$ cat config.mk
export PLATFORM = sky130hd
export DESIGN_NAME = rtc_bus_sequencer
export DESIGN_NICKNAME = d
export VERILOG_FILES = /design/src/rtl/rtc_bus_sequencer_pkg.sv /design/src/rtl/rtc_phase_timer.sv /design/src/rtl/rtc_bus_sequencer.sv
export SDC_FILE = /design/constraint.sdc
export NUM_CORES = 1
export LEC_CHECK = 0
export CORE_MARGIN = 1.5
export CORE_UTILIZATION = 40
export CTS_BUF_LIST = sky130_fd_sc_hd__clkbuf_16
export DETAILED_ROUTE_END_ITERATION = 10
export DONT_BUFFER_PORTS = 1
export SLEW_MARGIN = 20
export SYNTH_ARGS = -nofsm -noshare
export SYNTH_HDL_FRONTEND = slang
export SYNTH_HIERARCHICAL = 1
export SYNTH_SLANG_ARGS = --single-unit
export TNS_END_PERCENT = 50
$ cat constraint.sdc
create_clock -name clk -period 2.3 [get_ports clk]
set_input_delay 0.23 -clock clk [delete_from_list [all_inputs] [get_ports clk]]
set_output_delay 0.23 -clock clk [all_outputs]
set_load 0.01 [all_outputs]
$ cat src/rtl/rtc_bus_sequencer_pkg.sv
// ---------------------------------------------------------------------------
// rtc_bus_sequencer_pkg : state encoding and timing defaults for the RTC bus
// Rev 1.0
// ---------------------------------------------------------------------------
`default_nettype none

package rtc_bus_sequencer_pkg;

  typedef enum logic [3:0] {
    ST_IDLE     = 4'd0,
    ST_A_SETUP  = 4'd1,
    ST_A_STROBE = 4'd2,
    ST_A_HOLD   = 4'd3,
    ST_GAP      = 4'd4,
    ST_D_SETUP  = 4'd5,
    ST_D_STROBE = 4'd6,
    ST_D_HOLD   = 4'd7,
    ST_DONE     = 4'd8
  } state_t;

  localparam int c_t_setup_def  = 2;
  localparam int c_t_strobe_def = 4;
  localparam int c_t_hold_def   = 2;
  localparam int c_t_gap_def    = 4;
  localparam int c_cnt_w_def    = 8;

  localparam logic c_ad_sel_addr = 1'b0;
  localparam logic c_ad_sel_data = 1'b1;

endpackage

`default_nettype wire

$ cat src/rtl/rtc_phase_timer.sv
// ---------------------------------------------------------------------------
// rtc_phase_timer : loadable down-counter that flags expiry at zero
// Rev 1.0
// ---------------------------------------------------------------------------
`default_nettype none

module rtc_phase_timer #(
  parameter int CNT_W = 8
) (
  input  logic             clk,
  input  logic             reset,
  input  logic             load,
  input  logic [CNT_W-1:0] load_val,
  output logic             expire
);

  logic [CNT_W-1:0] r_cnt;

  // Saturates at zero so a state held past expiry never wraps.
  always_ff @(posedge clk) begin
    if (reset) begin
      r_cnt <= '0;
    end else if (load) begin
      r_cnt <= load_val;
    end else if (r_cnt != '0) begin
      r_cnt <= r_cnt - CNT_W'(1);
    end
  end

  assign expire = (r_cnt == '0);

endmodule

`default_nettype wire

$ cat src/rtl/rtc_bus_sequencer.sv
// ---------------------------------------------------------------------------
// rtc_bus_sequencer : address/data phase sequencer for the RTC multiplexed bus
// Rev 1.0
// ---------------------------------------------------------------------------
`default_nettype none

module rtc_bus_sequencer
  import rtc_bus_sequencer_pkg::*;
#(
  parameter int T_SETUP  = c_t_setup_def,
  parameter int T_STROBE = c_t_strobe_def,
  parameter int T_HOLD   = c_t_hold_def,
  parameter int T_GAP    = c_t_gap_def,
  parameter int CNT_W    = c_cnt_w_def
) (
  input  logic       clk,
  input  logic       reset,
  input  logic       start,
  input  logic       rw,
  input  logic [7:0] addr,
  input  logic [7:0] wdata,
  output logic       busy,
  output logic       done,
  output logic [7:0] rdata,
  output logic       cs_n,
  output logic       rd_n,
  output logic       wr_n,
  output logic       ad_sel,
  output logic [7:0] ad_out,
  output logic       ad_oe,
  input  logic [7:0] ad_in
);

  localparam logic [CNT_W-1:0] c_ld_setup  = CNT_W'(T_SETUP - 1);
  localparam logic [CNT_W-1:0] c_ld_strobe = CNT_W'(T_STROBE - 1);
  localparam logic [CNT_W-1:0] c_ld_hold   = CNT_W'(T_HOLD - 1);
  localparam logic [CNT_W-1:0] c_ld_gap    = CNT_W'(T_GAP - 1);

  state_t           r_state, w_state_n;
  logic             r_rw, w_rw_n;
  logic [7:0]       r_addr, w_addr_n;
  logic [7:0]       r_wdata, w_wdata_n;
  logic             w_load;
  logic [CNT_W-1:0] w_load_val;
  logic             w_expire;

  logic             w_busy, w_done, w_cs_n, w_rd_n, w_wr_n, w_ad_sel, w_ad_oe;
  logic [7:0]       w_ad_out;

  rtc_phase_timer #(.CNT_W(CNT_W)) u_timer (
    .clk      (clk),
    .reset    (reset),
    .load     (w_load),
    .load_val (w_load_val),
    .expire   (w_expire)
  );

  always_ff @(posedge clk) begin
    if (reset) begin
      r_state <= ST_IDLE;
      r_rw    <= 1'b0;
      r_addr  <= 8'h00;
      r_wdata <= 8'h00;
    end else begin
      r_state <= w_state_n;
      r_rw    <= w_rw_n;
      r_addr  <= w_addr_n;
      r_wdata <= w_wdata_n;
    end
  end

  // Next state; the timer is reloaded on every entry into a timed state.
  always_comb begin
    w_state_n  = r_state;
    w_rw_n     = r_rw;
    w_addr_n   = r_addr;
    w_wdata_n  = r_wdata;
    w_load     = 1'b0;
    w_load_val = '0;
    case (r_state)
      ST_IDLE: begin
        if (start) begin
          w_state_n  = ST_A_SETUP;
          w_rw_n     = rw;
          w_addr_n   = addr;
          w_wdata_n  = wdata;
          w_load     = 1'b1;
          w_load_val = c_ld_setup;
        end
      end
      ST_A_SETUP: if (w_expire) begin
        w_state_n = ST_A_STROBE; w_load = 1'b1; w_load_val = c_ld_strobe;
      end
      ST_A_STROBE: if (w_expire) begin
        w_state_n = ST_A_HOLD; w_load = 1'b1; w_load_val = c_ld_hold;
      end
      ST_A_HOLD: if (w_expire) begin
        w_state_n = ST_GAP; w_load = 1'b1; w_load_val = c_ld_gap;
      end
      ST_GAP: if (w_expire) begin
        w_state_n = ST_D_SETUP; w_load = 1'b1; w_load_val = c_ld_setup;
      end
      ST_D_SETUP: if (w_expire) begin
        w_state_n = ST_D_STROBE; w_load = 1'b1; w_load_val = c_ld_strobe;
      end
      ST_D_STROBE: if (w_expire) begin
        w_state_n = ST_D_HOLD; w_load = 1'b1; w_load_val = c_ld_hold;
      end
      ST_D_HOLD: if (w_expire) w_state_n = ST_DONE;
      ST_DONE:   w_state_n = ST_IDLE;
      default:   w_state_n = ST_IDLE;
    endcase
  end

  // Outputs are decoded from the next state so the registered pins line up
  // with the state they belong to.
  always_comb begin
    w_busy   = 1'b0;
    w_done   = 1'b0;
    w_cs_n   = 1'b1;
    w_rd_n   = 1'b1;
    w_wr_n   = 1'b1;
    w_ad_sel = c_ad_sel_addr;
    w_ad_out = 8'h00;
    w_ad_oe  = 1'b0;
    case (w_state_n)
      ST_A_SETUP, ST_A_STROBE, ST_A_HOLD, ST_GAP: begin
        w_busy   = 1'b1;
        w_cs_n   = 1'b0;
        w_ad_out = w_addr_n;
        w_ad_oe  = 1'b1;
        w_wr_n   = (w_state_n != ST_A_STROBE);
      end
      ST_D_SETUP, ST_D_STROBE, ST_D_HOLD: begin
        w_busy   = 1'b1;
        w_cs_n   = 1'b0;
        w_ad_sel = c_ad_sel_data;
        if (w_rw_n) begin
          w_rd_n = (w_state_n != ST_D_STROBE);
        end else begin
          w_ad_out = w_wdata_n;
          w_ad_oe  = 1'b1;
          w_wr_n   = (w_state_n != ST_D_STROBE);
        end
      end
      ST_DONE: w_done = 1'b1;
      default: ;
    endcase
  end

  always_ff @(posedge clk) begin
    if (reset) begin
      busy   <= 1'b0;
      done   <= 1'b0;
      cs_n   <= 1'b1;
      rd_n   <= 1'b1;
      wr_n   <= 1'b1;
      ad_sel <= c_ad_sel_addr;
      ad_out <= 8'h00;
      ad_oe  <= 1'b0;
    end else begin
      busy   <= w_busy;
      done   <= w_done;
      cs_n   <= w_cs_n;
      rd_n   <= w_rd_n;
      wr_n   <= w_wr_n;
      ad_sel <= w_ad_sel;
      ad_out <= w_ad_out;
      ad_oe  <= w_ad_oe;
    end
  end

  // Read data is taken on the edge where rd_n releases.
  always_ff @(posedge clk) begin
    if (reset) begin
      rdata <= 8'h00;
    end else if (r_state == ST_D_STROBE && w_expire && r_rw) begin
      rdata <= ad_in;
    end
  end

endmodule

`default_nettype wire
Yosys cells after proc, flatten, opt, wreduce, memory -nomap -nowiden. Cells that the tools add are included.

Bits in registers: 52. Output and inout port bits: 23.

$add $sub $neg: 1. Eq/ne operators: 17. Muxes and demuxes: 34. Bitwise logic cells: 2. Reduce and logical (&&, ||, !) cells: 13.

Operators with widths (number): $mux 8 (7); $eq 4x3->1 const B (8); $mux 4 (8); $pmux 4 s8 (1); $eq 4x2->1 const B (4); $pmux 8 s2 (1); $mux 1 (12); $reduce_or 3->1 (4); $eq 4x1->1 const B (2); $logic_not 8->1 (1); $reduce_bool 8->1 (1); $sub 8x1->8 const B (1); $reduce_or 7->1 (1); $pmux 1 s2 (3); $pmux 2 s3 (1); $reduce_or 6->1 (1); $eq 4x4->1 const B (1); $logic_not 4->1 (1); $ne 4x2->1 const B (1); $ne 4x3->1 const B (1); $reduce_or 4->1 (1); $logic_and 1x1->1 (2); $mux 2 (1); $not 1->1 (2); $reduce_bool 2->1 (1).

Logic depth before layout (Yosys ltp).
Depth in word-level cells: 7. Gate-level depth with buffers: 11.

Hierarchy. The synthesis kept the hierarchy.

By module, submodules not included: rtc_bus_sequencer (times used 1, cells an instance 199, area an instance 1843.0 um2); rtc_phase_timer (times used 1, cells an instance 53, area an instance 475.5 um2).

Worst setup path before layout. Ideal clock, no wire load.

Kind: reg2reg. Start point: reg u_timer.r_cnt[3]. End point: reg u_timer.r_cnt[0]. Data arrival time: 2.217 ns. Required time: 2.170 ns. Setup slack: -0.047 ns. Stages on the path, launching flop included: 11. Buffers on the path: 3. Path through: dfxtp_1 nor4_4 and4bb_1 buf_6 clkbuf_1 o221ai_1 a21oi_1 clkbuf_1 nor3_1 nand2_1 o211ai_2.

Longest elaborated chain between the ends: 4.

RTL lines: start: declaration (line rtc_phase_timer.sv:17) `logic [CNT_W-1:0] r_cnt;`; start signal: assignment (line rtc_phase_timer.sv:24) `r_cnt <= load_val;`; start signal: assignment (line rtc_phase_timer.sv:26) `r_cnt <= r_cnt - CNT_W'(1);`; $logic_not 8->1 (*) (line rtc_phase_timer.sv:30) `assign expire = (r_cnt == '0);`; net w_expire (line rtc_bus_sequencer.sv:45) `logic w_expire;`; $mux 1 (*); $pmux 1 s2 (*) (line rtc_bus_sequencer.sv:80) `case (r_state)`; net w_load (line rtc_bus_sequencer.sv:43) `logic w_load;`; $mux 8 or $reduce_bool 2->1 (tied branches).

The timed path passes the listed nets; every way through them passes the cells marked *. A chain may end at the register's enable or synchronous reset.

Worst setup path after layout.
Start point: reg u_timer.r_cnt[0]. End point: reg u_timer.r_cnt[0].

Same word-level chain as after synthesis.

==> impl_metrics.env <==
export IMPL_synth_edff_count=0
export IMPL_cp_max_fo=14
export IMPL_fin_nets=295
export IMPL_multi_input_area_sq_um=1200
export IMPL_grt_pass1_vias=1641
export IMPL_dieArea_sq_um=6260
export IMPL_yosysSeqAreaShare_pct=44.9
export IMPL_place_ws_ps=90.3
export IMPL_drv_cap=0
export IMPL_fin_crit_sh_pct=93.4
export IMPL_ir_drop_uv=617
export IMPL_comb_power_share_pct=33.3
export IMPL_vias_per_cell=5.27
export IMPL_wl_per_cell_microns=15.1
export IMPL_avgSynthCellArea_sq_um=9.20
export IMPL_gp_congestion=0.797
export IMPL_core_sq_um=5540
export IMPL_drive_gt1_share_pct=18.7
export IMPL_power_switching_uw=959
export IMPL_status="complete, no violations"
export IMPL_required_ps=2520
export IMPL_p_per_area_nw_per_um2=1080
export IMPL_synthArstFlopShare_pct=0
export IMPL_hold_violations=0
export IMPL_cp_slowest_stage_delay_ps=520
export IMPL_antenna_found_initial=0
export IMPL_final_setup_tns_ps=0
export IMPL_cts_tree="done"
export IMPL_arrival_ps=2370
export IMPL_dr_pass1_iters=4
export IMPL_synth_top_flop_cell="dfxtp_1"
export IMPL_yosysWarnings=6
export IMPL_cts_buffers=5
export IMPL_hold_class="input pin to flop"
export IMPL_finalCriticalPeriod_ps=2150
export IMPL_fill_cells=567
export IMPL_io_buffers=0
export IMPL_finalWorstSetupSlack_ps=151
export IMPL_clock_latency_ps=290
export IMPL_sw_frac_of_total_pct=33.5
export IMPL_cts_sinks=52
export IMPL_synthToLayoutAreaGrowth_pct=13.9
export IMPL_slew_violations=0
export IMPL_dp_hpwl_microns=3410
export IMPL_intPower_uw=1900
export IMPL_postRouteAntennaNets=0
export IMPL_final_common_cell="dfxtp_1"
export IMPL_fin_skew_ps=9.52
export IMPL_cts_buffer_depth=2
export IMPL_cts_root_buf="clkbuf_16"
export IMPL_initialDrtViolationCount=49
export IMPL_end_kind="flop"
export IMPL_fin_util_pct=47.7
export IMPL_start_util_pct=41.8
export IMPL_grt_pass1_wl_microns=8140
export IMPL_overflow=0
export IMPL_chipWidth_microns=79.1
export IMPL_pwr_share_seq_pct=40.3
export IMPL_leakage_uw=0.00104
export IMPL_cp_cell_sequence="inv_1, ha_1, and4bb_2, o221ai_2, a21oi_1, buf_4, or4_4, o211ai_2"
export IMPL_ioPinCount=51
export IMPL_fmax_mhz=465
export IMPL_synth_cells=252
export IMPL_synth_cell_types=50
export IMPL_slowest_stage="or4_4"
export IMPL_critPathLaunchType="flop"
export IMPL_finalSetupViolCount=0
export IMPL_path_clk_slew_ps=60
export IMPL_yosys_register_bits=52
export IMPL_seq_area_sq_um=1040
export IMPL_num_vias=1788
export IMPL_p_clk_share_pct=26.5
export IMPL_die_h_microns=79.1
export IMPL_criticalPathCategory="flop to flop"
export IMPL_rsz0062_at_grt="no"
export IMPL_fp_row_count=27
export IMPL_diodes=0
export IMPL_drc_errors=0
export IMPL_grt_usage_pct=16.7
export IMPL_cts_setup_buffers=0
export IMPL_layout_cells_most_common_list="dfxtp_1, nand2_1, a21oi_1"
export IMPL_htree_levels=2
export IMPL_grt_max_degree=35
export IMPL_synth_area_sq_um=2320
export IMPL_wirelength_microns=5130
[cell usage after synthesis, types with 2 or more instances]
cell type	instances	share of area, %
o21ai_1	3	0.65
nor3b_1	2	0.65
clkbuf_1	8	1.3
nor2b_1	5	1.3
xnor2_1	3	1.1
nand2_1	30	4.9
nor2_1	14	2.3
a211oi_1	2	0.65
xor2_1	2	0.76
nand3_1	12	2.6
and3_1	8	2.2
or2_2	2	0.54
nor3_1	8	1.7
o32ai_1	4	1.5
nor4_1	2	0.54
a21oi_1	22	4.7
and4bb_2	2	1.1
o21ba_2	8	3.5
inv_1	4	0.65
mux2i_1	11	4.7
a21oi_2	2	0.76
a21boi_0	9	2.9
buf_4	2	0.65
dfxtp_1	52	45
buf_6	2	0.97
o21ai_0	6	1.3
buf_2	4	0.86
[worst paths after layout]
| check | startpoint | endpoint | slack (ps) | cells after the start |
|---|---|---|---|---|
| max | u_timer/r_cnt[0] | u_timer/r_cnt[0] | 150 | 8 |
| min | reset | rdata[0] | 10 | 1 |
| max reg2reg | u_timer/r_cnt[0] | u_timer/r_cnt[0] | 150 | 8 |
| min reg2reg | r_wdata[0] | r_wdata[0] | 460 | 2 |
[through the flow]
step	hold WS (ps)	cell area [sq um]	instances	total power, uW
global placement	306	2450	328	2080
global route	1.79	2640	339	3040
CTS	2.26	2630	338	2870
detailed placement	306	2450	328	2100
finish	10.1	2640	339	2860
floorplan	302	2340	257	1880
[routing by layer]
layer | GRT usage [%] | up-vias | part of all wire [%]
met5 | 0 | - | 0
met4 | 4.04 | 0 | 0.78
met3 | 5.98 | 7 | 7.2
met2 | 27.3 | 49 | 48
met1 | 21.0 | 816 | 44
li1 | - | 916 | -
[registers in the layout, summed over array words and instances (netlist names), 4 cells and up]
name,flops
r_state,4
r_wdata,8
rdata,8
ad_out,8
r_addr,8
u_timer/r_cnt,8
[power groups by stage]
stage | Sequential (uW) | Clock, uW | Combinational [uW]
final | 1150 | 757 | 953
after global routing | 1170 | 819 | 1050
after global placement | 1170 | 0 | 917
after CTS | 1150 | 777 | 940
after floorplan | 1150 | 0 | 722
after detailed placement | 1170 | 0 | 924
[worst max-delay path, delay by kind of cell, from the launching register on]
family	cells	cell delay [ps]
and+or+nand+nor	2	830
DFF	1	390
AOI/OAI and AO/OA	3	370
buffers and inverters	2	260
adders and majority gates	1	210
[layout make-up]
type / instances / share of cell area (%)
tap: 72 / 3.41
timing repair buffer: 18 / 5.40
clock buffer: 5 / 4.74
multi-input combinational: 184 / 45.3
sequential: 52 / 39.4
clock inverter: 3 / 1.04
inverter: 5 / 0.711
[logic make-up (layout without fill, tap and decap cells)]
family          Yosys count  after routing  share of synthesized area, %
other cells               1              6                         0.162
mux                      12             12                          5.23
buf+inv                  21             31                          4.59
xor+xnor                  5              5                          1.89
fa+ha+maj                 1              1                         0.540
flops                    52             52                          44.9
simple gates             96             96                          23.4
compound gates           64             64                          19.3
[what timing repair did]
action                                  in CTS  in global routing
hold buffers                                 2                  1
hold endpoints to repair                    10                  6
resized for setup                            0                  2
endpoints found under the setup margin       0                  5
Note: power is estimated with default switching activity, not from simulation.
